[config.mk]
export PLATFORM = sky130hd
export DESIGN_NAME = add_serial_ctrl_flat
export DESIGN_NICKNAME = d
export VERILOG_FILES = /design/src/rtl/add_serial_if.sv /design/src/rtl/add_serial_ctrl.sv /design/src/flat_wrapper.sv
export SDC_FILE = /design/constraint.sdc
export NUM_CORES = 1
export LEC_CHECK = 0
export BUFFER_PORTS_ARGS = -buffer_cell sky130_fd_sc_hd__buf_2
export CAP_MARGIN = 5
export CELL_PAD_IN_SITES_DETAIL_PLACEMENT = 1
export CELL_PAD_IN_SITES_GLOBAL_PLACEMENT = 2
export CORE_MARGIN = 2
export CORE_UTILIZATION = 38
export CTS_BUF_LIST = sky130_fd_sc_hd__clkbuf_8
export CTS_CLUSTER_SIZE = 28
export DETAILED_ROUTE_END_ITERATION = 6
export HOLD_SLACK_MARGIN = 0.1
export PLACE_DENSITY = 0.95
export SLEW_MARGIN = 30
export SYNTH_ARGS = -nofsm -noshare
export SYNTH_HDL_FRONTEND = slang
export SYNTH_SLANG_ARGS = --single-unit
[constraint.sdc]
create_clock -name clk -period 2.1 [get_ports clk]
set_clock_uncertainty 0.05 [all_clocks]
set_input_delay 0.21 -clock clk [delete_from_list [all_inputs] [get_ports clk]]
set_output_delay 0.21 -clock clk [all_outputs]
set_load 0.01 [all_outputs]
[src/rtl/add_serial_if.sv]
// Requester-side handshake and result bus of the bit-serial adder.
interface add_serial_if #(
    parameter int WIDTH = 8
);
    logic             start;
    logic [WIDTH-1:0] a;
    logic [WIDTH-1:0] b;
    logic             c_in;
    logic             busy;
    logic             done;
    logic [WIDTH-1:0] sum;
    logic             c_out;

    // Requester drives the operands and start, consumes status and result
    modport master (
        output start, a, b, c_in,
        input  busy, done, sum, c_out
    );

    // The adder sequencer sees the mirror image
    modport slave (
        input  start, a, b, c_in,
        output busy, done, sum, c_out
    );
endinterface

[src/rtl/add_serial_ctrl.sv]
// Bit-serial adder sequencer: one full-add slice reused for WIDTH cycles,
// LSB first, with IDLE/RUN/DONE control and a registered result.
module add_serial_ctrl #(
    parameter int WIDTH = 8
) (
    input  logic         clk,
    input  logic         rst,
    add_serial_if.slave  bus
);
    // Counter holds 0..WIDTH so it never wraps inside an operation
    localparam int CW = $clog2(WIDTH) + 1;

    typedef enum logic [1:0] {
        IDLE = 2'd0,
        RUN  = 2'd1,
        DONE = 2'd2
    } state_t;

    state_t           state_reg;
    state_t           state_next;

    logic [WIDTH-1:0] a_sh_reg;
    logic [WIDTH-1:0] b_sh_reg;
    logic [WIDTH-1:0] sum_sh_reg;
    logic [WIDTH-1:0] sum_reg;
    logic             carry_reg;
    logic             c_out_reg;
    logic [CW-1:0]    cnt_reg;

    logic             accept;
    logic             last_bit;

    // Full-add slice built from two half adders and an OR
    logic             ha1_s;
    logic             ha1_c;
    logic             ha2_c;
    logic             s_bit;
    logic             carry_next;

    // Sum shift register after inserting this cycle's bit at the MSB end
    logic [WIDTH-1:0] sum_sh_next;

    // A new request is taken whenever the slice is not busy
    assign accept   = bus.start && (state_reg != RUN);
    assign last_bit = (cnt_reg == CW'(WIDTH - 1));

    assign ha1_s      = a_sh_reg[0] ^ b_sh_reg[0];
    assign ha1_c      = a_sh_reg[0] & b_sh_reg[0];
    assign s_bit      = ha1_s ^ carry_reg;
    assign ha2_c      = ha1_s & carry_reg;
    assign carry_next = ha1_c | ha2_c;

    // Shift right by one and drop the new bit into the MSB; empty loop when WIDTH==1
    generate
        for (genvar gi = 0; gi < WIDTH - 1; gi++) begin : g_sum_shift
            assign sum_sh_next[gi] = sum_sh_reg[gi + 1];
        end
    endgenerate
    assign sum_sh_next[WIDTH-1] = s_bit;

    // State register
    always_ff @(posedge clk) begin
        if (rst) begin
            state_reg <= IDLE;
        end else begin
            state_reg <= state_next;
        end
    end

    // Next-state logic
    always_comb begin
        state_next = state_reg;
        case (state_reg)
            IDLE:    if (bus.start) state_next = RUN;
            RUN:     if (last_bit)  state_next = DONE;
            DONE:    state_next = bus.start ? RUN : IDLE;
            default: state_next = IDLE;
        endcase
    end

    // Status outputs decoded straight from the state
    always_comb begin
        bus.busy = 1'b0;
        bus.done = 1'b0;
        case (state_reg)
            RUN:     bus.busy = 1'b1;
            DONE:    bus.done = 1'b1;
            default: ;
        endcase
    end

    // Operand shifting, carry, bit counter and result capture
    always_ff @(posedge clk) begin
        if (rst) begin
            a_sh_reg   <= '0;
            b_sh_reg   <= '0;
            sum_sh_reg <= '0;
            sum_reg    <= '0;
            carry_reg  <= 1'b0;
            c_out_reg  <= 1'b0;
            cnt_reg    <= '0;
        end else if (accept) begin
            a_sh_reg   <= bus.a;
            b_sh_reg   <= bus.b;
            carry_reg  <= bus.c_in;
            sum_sh_reg <= '0;
            cnt_reg    <= '0;
        end else if (state_reg == RUN) begin
            a_sh_reg   <= a_sh_reg >> 1;
            b_sh_reg   <= b_sh_reg >> 1;
            carry_reg  <= carry_next;
            sum_sh_reg <= sum_sh_next;
            cnt_reg    <= cnt_reg + CW'(1);
            // The last bit goes straight into the result so done lines up with it
            if (last_bit) begin
                sum_reg   <= sum_sh_next;
                c_out_reg <= carry_next;
            end
        end
    end

    assign bus.sum   = sum_reg;
    assign bus.c_out = c_out_reg;
endmodule
[src/flat_wrapper.sv]
// flat-port wrapper written by rule: the top's interface ports become plain ports
module add_serial_ctrl_flat 
#(
    parameter int WIDTH = 8
)
  (clk, rst, bus_start, bus_a, bus_b, bus_c_in, bus_busy, bus_done, bus_sum, bus_c_out);
  add_serial_if #(.WIDTH(WIDTH)) bus_i ();
  input  logic clk;
  input  logic rst;
  input wire logic [$bits(bus_i.start)-1:0] bus_start;
  input wire logic [$bits(bus_i.a)-1:0] bus_a;
  input wire logic [$bits(bus_i.b)-1:0] bus_b;
  input wire logic [$bits(bus_i.c_in)-1:0] bus_c_in;
  output wire logic [$bits(bus_i.busy)-1:0] bus_busy;
  output wire logic [$bits(bus_i.done)-1:0] bus_done;
  output wire logic [$bits(bus_i.sum)-1:0] bus_sum;
  output wire logic [$bits(bus_i.c_out)-1:0] bus_c_out;
  assign bus_i.start = bus_start;
  assign bus_i.a = bus_a;
  assign bus_i.b = bus_b;
  assign bus_i.c_in = bus_c_in;
  assign bus_busy = bus_i.busy;
  assign bus_done = bus_i.done;
  assign bus_sum = bus_i.sum;
  assign bus_c_out = bus_i.c_out;
  add_serial_ctrl #(.WIDTH(WIDTH)) u_core (.clk(clk), .rst(rst), .bus(bus_i));
endmodule
==> results.cfg <==
[clock_tree]
cts_buffers = 5
cts-htree-levels = 2
cts_tree = yes
cts_sinks = 39
clock_path_buffers = 2
path_clk_slew_ns = 0.07
postCtsHoldBufs = 0
clk_latency_ns = 0.30
cts-root-buf = clkbuf_8
cts_setup_buffers = 0
cts_resized = 0

[yosys]
ys_top_cells_by_count = dfxtp_1, mux2i_1, nand2b_1
synth_cells = 173
yosys.cell_types.count = 24
yosysMostFrequentCell = dfxtp_1
yosysTopAreaCell = dfxtp_1
syn_area_per_cell_um2 = 9.60
ys_seq_area_frac = 0.470
syn-num-nets = 195
ys.flop_type = dfxtp_1
synth_top_area_share = 0.470
synth_area_leaders = dfxtp_1, mux2i_1, nand2b_1, a211oi_1, nor2_1
synth_enable_flop_cells = 0
synth.cell_area_um2 = 1660
async_reset_ff_frac = 0
yosys_warnings = 0
synth-seq-cells = 39

[global_route]
gr-usage-all-layers = 0.150
grt_pass1_vias = 1323
grt_max_degree = 29
antenna_found_initial = 0
grt.overflow.total = 0
grt_pass1_wl_um = 5800

[pwr]
p_total_mw = 1.60
leakage_nw = 0.801
ir_worst_vdd_mv = 0.666
p_int_mw = 1.23
p_switching_uw = 376
combPwrFrac = 0.098
swShare = 0.234
pwr-share-seq = 0.496
pwr-share-clk = 0.406
p_per_area_nw_per_um2 = 825

[timing]
period_share = 0.779
max_slew_margin = 0.695
finalMaxSlewViolations = 0
setup_viol = 0
grt_setup_unrepaired = false
max_freq_ghz = 0.611
fin_hold_ws_ns = 0.139
finalHoldViolCount = 0
tightest_slew_ns = 0.457
setup_tns_ns = 0
finalCriticalPeriod_ns = 1.64

[floorplanning]
fp.coreArea_um2 = 4290
placementRows = 24
die_w_um = 70.1
die_h_um = 70.1
start_util = 0.387
pin_count = 31
die_area_um2 = 4920

[route]
drt_iter0_drc = 54
ant_nets = 0
wirelength_um = 3240
wl_per_cell_um = 12.7
drc = 0
dr.pass1.iters = 4
avgViaCountPerCell = 4.97
vias = 1262

[final_layout]
fill_cells = 517
utilization = 0.453
multi_input_comb_area_um2 = 797
area_growth_pct = 17.0
drive_gt1_frac = 0.213
seq_area_um2 = 781
antennaDiodeCount = 0
fin_nets = 223

[placed_design]
port_buffers = 30
dp_hpwl_um = 2230
place_congestion = 0.735

[hold_path]
hp-class = input port to register

[setup_path]
cp_max_fo = 13
cp-end-kind = output port
arrival_ns = 1.38
critical_path_class = register to output port
crit_path_start_kind = register
cp.required_ns = 1.84

[outcome]
status = completed

[flow_run]
drv_cap = 0
==> cell type report <==
cell class / instances / share of cell area
Tap cell: 52 / 0.0335
Inverter: 1 / 0.00193
Multi-Input combinational cell: 120 / 0.410
Clock inverter: 2 / 0.0180
Sequential cell: 39 / 0.402
Clock buffer: 6 / 0.0425
Timing Repair Buffer: 34 / 0.0927
==> power by group through the flow <==
stage / combinational [mW] / sequential [mW] / clock, mW
floorplan: 0.124 / 0.807 / 0
global placement: 0.156 / 0.812 / 0
detailed placement: 0.160 / 0.813 / 0
CTS: 0.162 / 0.796 / 0.673
global route: 0.180 / 0.800 / 0.697
finish: 0.158 / 0.796 / 0.651
==> layout by cell type, fill, tap and decap left out, types with 2 or more instances in the layout <==
cell | netlist | routed
nor2b_1 | 2 | 2
mux2i_1 | 26 | 26
nand2b_1 | 19 | 19
a211oi_1 | 15 | 15
a21oi_1 | 10 | 10
clkbuf_8 | 0 | 6
nand3b_1 | 2 | 2
nor3_1 | 3 | 3
dfxtp_1 | 39 | 39
buf_4 | 2 | 4
nor2_1 | 18 | 18
nand2_1 | 16 | 16
buf_2 | 7 | 30
==> metal layers <==
layer | vias up | wire length (um) | track usage
met3 | 4 | 178 | 0.0577
met2 | 27 | 1510 | 0.252
met5 | - | 0 | 0
met1 | 591 | 1490 | 0.175
met4 | 0 | 51 | 0.0513
li1 | 640 | - | -
==> metrics by stage <==
step           cell area (um^2)  worst slack [ns]  std cells
2_1_floorplan              1660             0.860        173
3_3_place_gp               1830             0.684        246
3_5_place_dp               1830             0.641        246
4_1_cts                    1940             0.405        254
5_1_grt                    1940             0.331        254
6_report                   1940             0.464        254
==> path summary, 6_finish.rpt <==
path,startpoint,to,slack [ns],cells past startpoint
max reg2reg,u_core.cnt_reg[0]$_SDFFE_PP0N_,u_core.bus.sum[5]$_SDFFE_PP0P_,0.68,4
max,u_core.state_reg[0]$_SDFFE_PP0P_,bus_busy,0.46,3
min reg2reg,u_core.sum_sh_reg[1]$_SDFFE_PP0N_,u_core.sum_sh_reg[1]$_SDFFE_PP0N_,0.41,2
min,bus_a[7],u_core.a_sh_reg[7]$_SDFFE_PP0P_,0.14,3
==> kinds of logic after synthesis <==
| family | count (synthesis) | share of synthesized area |
|---|---|---|
| AO/OA/AOI/OAI | 27 | 0.105 |
| multiplexers | 26 | 0.157 |
| adder cells (fa/ha/maj) | 2 | 0.0196 |
| flip-flops | 39 | 0.470 |
| AND/OR/NAND/NOR | 63 | 0.187 |
| XOR/XNOR | 2 | 0.0105 |
| buffers and inverters | 14 | 0.0504 |
==> worst max-delay path, stage by stage (launching register included) <==
cell	delay, ns
dfxtp_1	0.38
nand2b_1	0.11
inv_1	0.36
buf_2	0.22
Power figures use the tool's default switching activity.
